**src/rtl/riscv_cache_tag_pipe.sv**
```systemverilog
// Elastic DEPTH-stage request pipeline between cache setup and hit/line-select.
// Per-stage valid/ready handshake collapses bubbles; also provides a line-granular in-flight compare and an occupancy count.
module riscv_cache_tag_pipe #(
  parameter int XLEN      = 32,
  parameter int PLEN      = XLEN,
  parameter int DEPTH     = 2,
  parameter int LINE_SIZE = 32
) (
  input  logic                         clk_i,
  input  logic                         rst_ni,
  input  logic                         flush_i,

  input  logic                         req_i,
  output logic                         req_ready_o,
  input  logic [PLEN-1:0]              adr_i,
  input  logic [2:0]                   size_i,
  input  logic                         lock_i,
  input  logic [2:0]                   prot_i,
  input  logic                         is_cacheable_i,
  input  logic                         is_misaligned_i,

  output logic                         req_o,
  input  logic                         ready_i,
  output logic [PLEN-1:0]              adr_o,
  output logic [2:0]                   size_o,
  output logic                         lock_o,
  output logic [2:0]                   prot_o,
  output logic                         is_cacheable_o,
  output logic                         is_misaligned_o,

  input  logic [PLEN-1:0]              cmp_adr_i,
  output logic                         cmp_hit_o,
  output logic [$clog2(DEPTH+1)-1:0]   occupancy_o
);

  localparam int OFS = $clog2(LINE_SIZE);
  localparam int CW  = $clog2(DEPTH+1);

  typedef struct packed {
    logic [PLEN-1:0] adr;
    logic [2:0]      size;
    logic            lock;
    logic [2:0]      prot;
    logic            cacheable;
    logic            misaligned;
  } pay_t;

  logic [DEPTH-1:0] v_q;
  logic [DEPTH-1:0] adv;
  pay_t             pay_q [DEPTH];
  pay_t             pay_in;
  logic             accept;
  logic             xfer;
  logic [CW-1:0]    occ_q;

  assign pay_in = '{adr: adr_i, size: size_i, lock: lock_i, prot: prot_i,
                    cacheable: is_cacheable_i, misaligned: is_misaligned_i};

  // Advance chain is walked from the output stage back through a local
  // carry so no bit of adv depends on another bit of the same vector.
  always_comb begin
    logic a;
    adv = '0;
    a = v_q[DEPTH-1] & ready_i;
    adv[DEPTH-1] = a;
    for (int unsigned j = 1; j < DEPTH; j++) begin
      a = v_q[DEPTH-1-j] & (~v_q[DEPTH-j] | a);
      adv[DEPTH-1-j] = a;
    end
  end

  assign req_ready_o = ~v_q[0] | adv[0];
  assign accept      = req_i & req_ready_o;
  assign xfer        = adv[DEPTH-1];

  always_ff @(posedge clk_i or negedge rst_ni) begin
    if (!rst_ni) begin
      v_q <= '0;
    end else if (flush_i) begin
      v_q <= '0;
    end else begin
      v_q[0] <= accept | (v_q[0] & ~adv[0]);
      for (int unsigned k = 1; k < DEPTH; k++) begin
        v_q[k] <= adv[k-1] | (v_q[k] & ~adv[k]);
      end
    end
  end

  always_ff @(posedge clk_i) begin
    if (accept) pay_q[0] <= pay_in;
    for (int unsigned k = 1; k < DEPTH; k++) begin
      if (adv[k-1]) pay_q[k] <= pay_q[k-1];
    end
  end

  always_ff @(posedge clk_i or negedge rst_ni) begin
    if (!rst_ni) begin
      occ_q <= '0;
    end else if (flush_i) begin
      occ_q <= '0;
    end else if (accept && !xfer) begin
      occ_q <= occ_q + 1'b1;
    end else if (!accept && xfer) begin
      occ_q <= occ_q - 1'b1;
    end
  end

  always_comb begin
    cmp_hit_o = 1'b0;
    for (int unsigned k = 0; k < DEPTH; k++) begin
      if (v_q[k] && (pay_q[k].adr[PLEN-1:OFS] == cmp_adr_i[PLEN-1:OFS])) cmp_hit_o = 1'b1;
    end
  end

  assign occupancy_o     = occ_q;
  assign req_o           = v_q[DEPTH-1];
  assign adr_o           = pay_q[DEPTH-1].adr;
  assign size_o          = pay_q[DEPTH-1].size;
  assign lock_o          = pay_q[DEPTH-1].lock;
  assign prot_o          = pay_q[DEPTH-1].prot;
  assign is_cacheable_o  = pay_q[DEPTH-1].cacheable;
  assign is_misaligned_o = pay_q[DEPTH-1].misaligned;

endmodule
```
**config.mk**
```make
export PLATFORM = sky130hd
export DESIGN_NAME = riscv_cache_tag_pipe
export DESIGN_NICKNAME = d
export VERILOG_FILES = /design/src/rtl/riscv_cache_tag_pipe.sv
export SDC_FILE = /design/constraint.sdc
export NUM_CORES = 1
export LEC_CHECK = 0
export ABC_AREA = 1
export CORE_UTILIZATION = 30
export DETAILED_ROUTE_END_ITERATION = 6
export REMOVE_ABC_BUFFERS = 1
export SYNTH_ARGS = -nofsm -noshare
export SYNTH_HDL_FRONTEND = slang
export SYNTH_SLANG_ARGS = --single-unit
export TNS_END_PERCENT = 30
```
**constraint.sdc**
```tcl
create_clock -name clk_i -period 3.97 [get_ports clk_i]
set_input_delay 0.9925 -clock clk_i [delete_from_list [all_inputs] [get_ports clk_i]]
set_output_delay 0.9925 -clock clk_i [all_outputs]
set_load 0.01 [all_outputs]
```
Word-level counts from Yosys, hierarchy flattened
Memory sizes are Yosys's and may differ from the RTL's.
Index checks and enable logic that the tools add are counted.

word-level totals
  flip-flop bits (word level) = 4
  memories = 1
  word-level logic and storage cells = 37
  RAM bits = 82

cells by class
  reductions and logical operators = 7
  muxes and demuxes = 10
  bitwise logic cells = 13
  equality and inequality tests = 2
  add/sub/neg operators = 2

memory list
  memory  words  bits a word  rd ports  clocked after memory_dff  write ports  line  source
  pay_q   2      41           2         0                         2            50    pay_t pay_q [DEPTH];

operator list
  cell                                              number
  == test 27 bit                                    2
  2-to-1 mux 2 bit                                  4
  2-to-1 mux 1 bit                                  6
  bitwise AND 1 bit                                 5
  logical AND 1 bit                                 4
  NOT 1 bit                                         4
  OR 1 bit                                          4
  nonzero test 3 bit                                1
  adder 2 x 1 -> 2 bit, second input constant       1
  zero test 1 bit                                   2
  subtractor 2 x 1 -> 2 bit, second input constant  1

Longest topological paths before layout
  word-level depth = 10
  mapped depth = 10
  mapped depth without buffers = 10

Worst setup path before layout
No wires, ideal clock.

  path type = input to register
  start = in ready_i
  end = mem pay_q[0][41] in the netlist's numbering (enable)
  library setup time = 0.453 ns
  required time = 3.517 ns
  data arrival time = 3.065 ns
  stages = 2
  buffers on the path = 0
  path slack = 0.452 ns
  path through = inv_1 a21oi_1

RTL lines
  element          line  source
  start, declared  23    input logic ready_i,
  end, declared    50

Worst setup path in the final report
  start = in cmp_adr_i[14]
  end = out cmp_hit_o

on the way
  cells in the longest elaborated chain, start to end = 4
  elaborated cells on any way between the ends = 6
  classes of those cells = eq/ne (2); mux (2); reduce/logical (2)

ends and longest elaborated chain
  element             line  source
  start, declared     31    input logic [PLEN-1:0] cmp_adr_i,
  == test 27 bit      111   if (v_q[k] && (pay_q[k].adr[PLEN-1:OFS] == cmp_adr_i[PLEN-1:OFS])) cmp_hit_o = 1'b1;
  logical AND 1 bit   111
  2-to-1 mux 1 bit    111
  2-to-1 mux 1 bit *  111
  end, declared       32    output logic cmp_hit_o,

Mark *: on every way between the ends. The rest lies on a longest branch, timed or not.

==> metrics.md <==
| Metric | Value |
|---|---|
| DIE WIDTH | 118 um |
| Overall power of the completed layout | 2.22 mW |
| Initial core utilization | 31.3% |
| Wire length of the first global-routing pass | 13700 um |
| HP Class | flop to flop |
| Antenna viol nets, final | 0 |
| Final hold violation count | 0 |
| WL per Instance | 12.9 um |
| Count of vias placed by the detailed router | 2661 |
| CTS root buf | clkbuf_16 |
| H-Tree Level Count | 3 |
| Reg2reg setup slack | 2290 ps |
| Via count of the first global-routing pass | 2751 |
| Maximum vdd ir drop | 0.372 mV |
| Total congestion overflow | 0 |
| Detailed Route Iter0 Violations | 133 |
| Number of standard-cell rows in the floorplan | 41 |
| Worst-case setup margin in the final layout | 233 ps |
| RSZ-0062 raised after global routing | false |
| # Post-CTS Setup Buffers | 0 |
| Avg Inst Size Synth | 10.1 sq um |
| Setup total negative slack | 0 ps |
| Reported max-cap violation count | 0 |
| Internal | 1.71 mW |
| Slowest stage cell, crit path | clkdlybuf4s50_1 |
| Startpoint-to-endpoint class of the critical path | input port to primary output |
| DP HPWL | 6590 um |
| Number of gates resized after CTS | 0 |
| End of the worst hold path | pay_q[0][47]$_DFFE_PP_ |
| Sequential-to-total area share from yosys stat | 63.8% |
| I/O pin total | 124 |
| Sequential power share | 49.3% |
| Routability Congestion | 0.801 |
| Clock latency of the later-clocked register in the worst-skew pair | 340 ps |
| Critical path startpoint category | input port |
| Clock transition at path regs | 60 ps |
| Pin count of the biggest net entering global routing | 39 |
| Die H | 118 um |
| Switching power | 0.511 mW |
| Floorplan die area | 13900 sq um |
| Clock tree from TritonCTS | built |
| Critical path, cell by cell | clkdlybuf4s50_1 > inv_1 > nand2_1 > nand2_1 > inv_1 > nand2_1 > nor2_1 > nand2_1 > nor2_1 > nand2_1 > nand2_1 > clkdlybuf4s50_1 |
| Count of nets after finishing | 569 |
| Final routed wirelength across all metal layers | 8620 um |
| Deepest clock path buffer count | 2 |
| Synth warn | 0 |
| Synth area leader | edfxtp_1 |
| Proportion of total power due to net switching | 23.1% |
| TritonCTS buffer count | 9 |
| Clock Skew | 5.79 ps |
| Router iterations before antenna repair | 4 |
| Final number of setup-violating endpoints | 0 |
| Number of sinks handled by clock tree synthesis | 86 |
| Startpoint of the lowest-slack hold path | pay_q[0][6]$_DFFE_PP_ |
| Total standard cell area after synthesis | 4020 sq um |
| Cell occurring most often along the worst timing path | nand2_1 |
| Pleak | 2.33 nW |
| Run status | finished clean |
| Cell count after synthesis | 398 |
| Critical Path Sink Type | primary output |
| Slowest cell delay on critical path | 550 ps |
| Global-route usage over all layers | 13.4% |
| Layout cells sized above 1 | 4.44% |
| Number of max-slew violations in the final report | 0 |
| Worst slew margin relative to its limit | 63.3% |
| Logic depth of the worst register-to-register path | 4 |
| RR Endpoint | pay_q[0][25]$_DFFE_PP_ |
| Antenna cells | 0 |
| Transition at the pin with the smallest max-transition slack | 550 ps |
| Placed standard-cell area | 5170 sq um |
| Top area cells in the synthesized netlist | edfxtp_1 61%, nand2_1 13%, inv_1 7.9% |
| Pre-CTS setup slack | 201 ps |
| Startpoint of the worst-slack reg-to-reg timing path | v_q[1]$_DFF_PN0_ |
| Antenna violations before repair | 0 |
| Areal power density over the cells | 406 nW/um^2 |
| Number of stages on the worst hold path | 0 |
| Critical Path RT | 2980 ps |
| Distinct cell type count after synthesis | 15 |
| Final worst path period share | 94.1% |
| Critical Path AT | 2740 ps |
| Fillers | 1256 |
| Syn-to-layout area delta | 36.1% |
| Share of total power in the clock network | 38.0% |
| DRC Markers | 0 |
| Post-layout min period | 3740 ps |
| Count of port buffers added during placement | 118 |
| Average via count per standard cell | 3.98 |
| Fmax | 268 MHz |
| Crit path max fanout | 3 |
| Worst slack on hold paths | 418 ps |
| Combinational power share | 12.7% |
| Fraction of synthesized cell area taken by the top area cell type | 61.3% |
| Number of flip-flops and latches in the synthesized netlist | 86 |
| Cts hold-fix bufs | 0 |
| Final instance area | 5470 sq um |
| Core region area | 12800 sq um |
## synth_stat cells
master and instances:
xnor2_1 18, inv_1 85, nand3_2 2, a21oi_2 1, nor2_1 19, edfxtp_1 82, nand3_1 3, buf_4 38
nand4_1 3, xor2_1 2, nand2_1 134, o21ai_0 1, nand3b_1 1, a21oi_1 5, dfrtp_1 4
## power by group through the flow
stage                     Sequential (mW)  Combinational [mW]  Clock (mW)
after global routing                 1.10               0.311       0.907
after CTS                            1.09               0.289       0.869
after detailed placement             1.11               0.287           0
after floorplan                      1.12               0.102           0
after global placement               1.11               0.284           0
final                                1.09               0.282       0.843
## layer usage
| metal | vias to the layer above | track usage [%] | routed length [um] |
|---|---|---|---|
| li1 | 1365 | - | - |
| met1 | 1211 | 14.7 | 3480 |
| met2 | 77 | 22.9 | 4350 |
| met3 | 8 | 6.15 | 697 |
| met4 | 0 | 4.33 | 98 |
| met5 | - | 0 | 0 |
## how the worst max path moves through the flow
stage / cells past startpoint / to / slack, ps / from
after floorplan: 2 / pay_q[0][41]$_DFFE_PP_ / 450 / ready_i
after global placement: 9 / cmp_hit_o / 210 / cmp_adr_i[10]
after detailed placement: 12 / cmp_hit_o / 200 / cmp_adr_i[14]
after CTS: 12 / cmp_hit_o / 200 / cmp_adr_i[14]
after global routing: 12 / cmp_hit_o / 60 / cmp_adr_i[7]
final: 12 / cmp_hit_o / 230 / cmp_adr_i[14]
## flip-flops by register name (all words and copies together), names as in the netlist
register / count
pay_q: 82
occupancy_o: 2
v_q: 2
## final cells by class
class                           count  area (sq um)  share of cell area, %
Sequential cell                    86          2560                   46.9
Timing Repair Buffer              120          1210                   22.1
Multi-Input combinational cell    189           861                   15.8
Inverter                           85           319                   5.84
Clock buffer                       10           229                   4.19
Tap cell                          172           215                   3.94
Clock inverter                      6          70.1                   1.28
## per-stage QoR
stage	instances	utilization, %
2_1_floorplan	360	-
3_3_place_gp	652	40.3
3_5_place_dp	652	40.3
4_1_cts	668	42.6
5_1_grt	668	42.6
6_report	668	42.6
## cells by family (layout without fill, tap and decap cells)
logic type      Yosys count  count (layout)  synth area share (%)
simple gates            162             162                  15.8
buf+inv                 123             221                  15.0
flops                    86              86                  63.8
xor+xnor                 20              20                  4.36
compound gates            7               7                 0.966
## worst max-delay path: cells and delay by family
family | cells | cell delay, ps
and+or+nand+nor | 8 | 580
buffers and inverters | 4 | 1170
## placed cells by master, fill, tap and decap left out, drive strengths merged
cell	count
clkinv	1
inv	86
bufinv	1
nand3	5
clkinvlp	3
o21ai	1
nand3b	1
clkbuf	10
buf	2
edfxtp	82
xor2	2
nand2	134
xnor2	18
nand4	3
dfrtp	4
a21oi	6
nor2	19
clkdlybuf4s50	118
(Power assumes the default switching activity.)
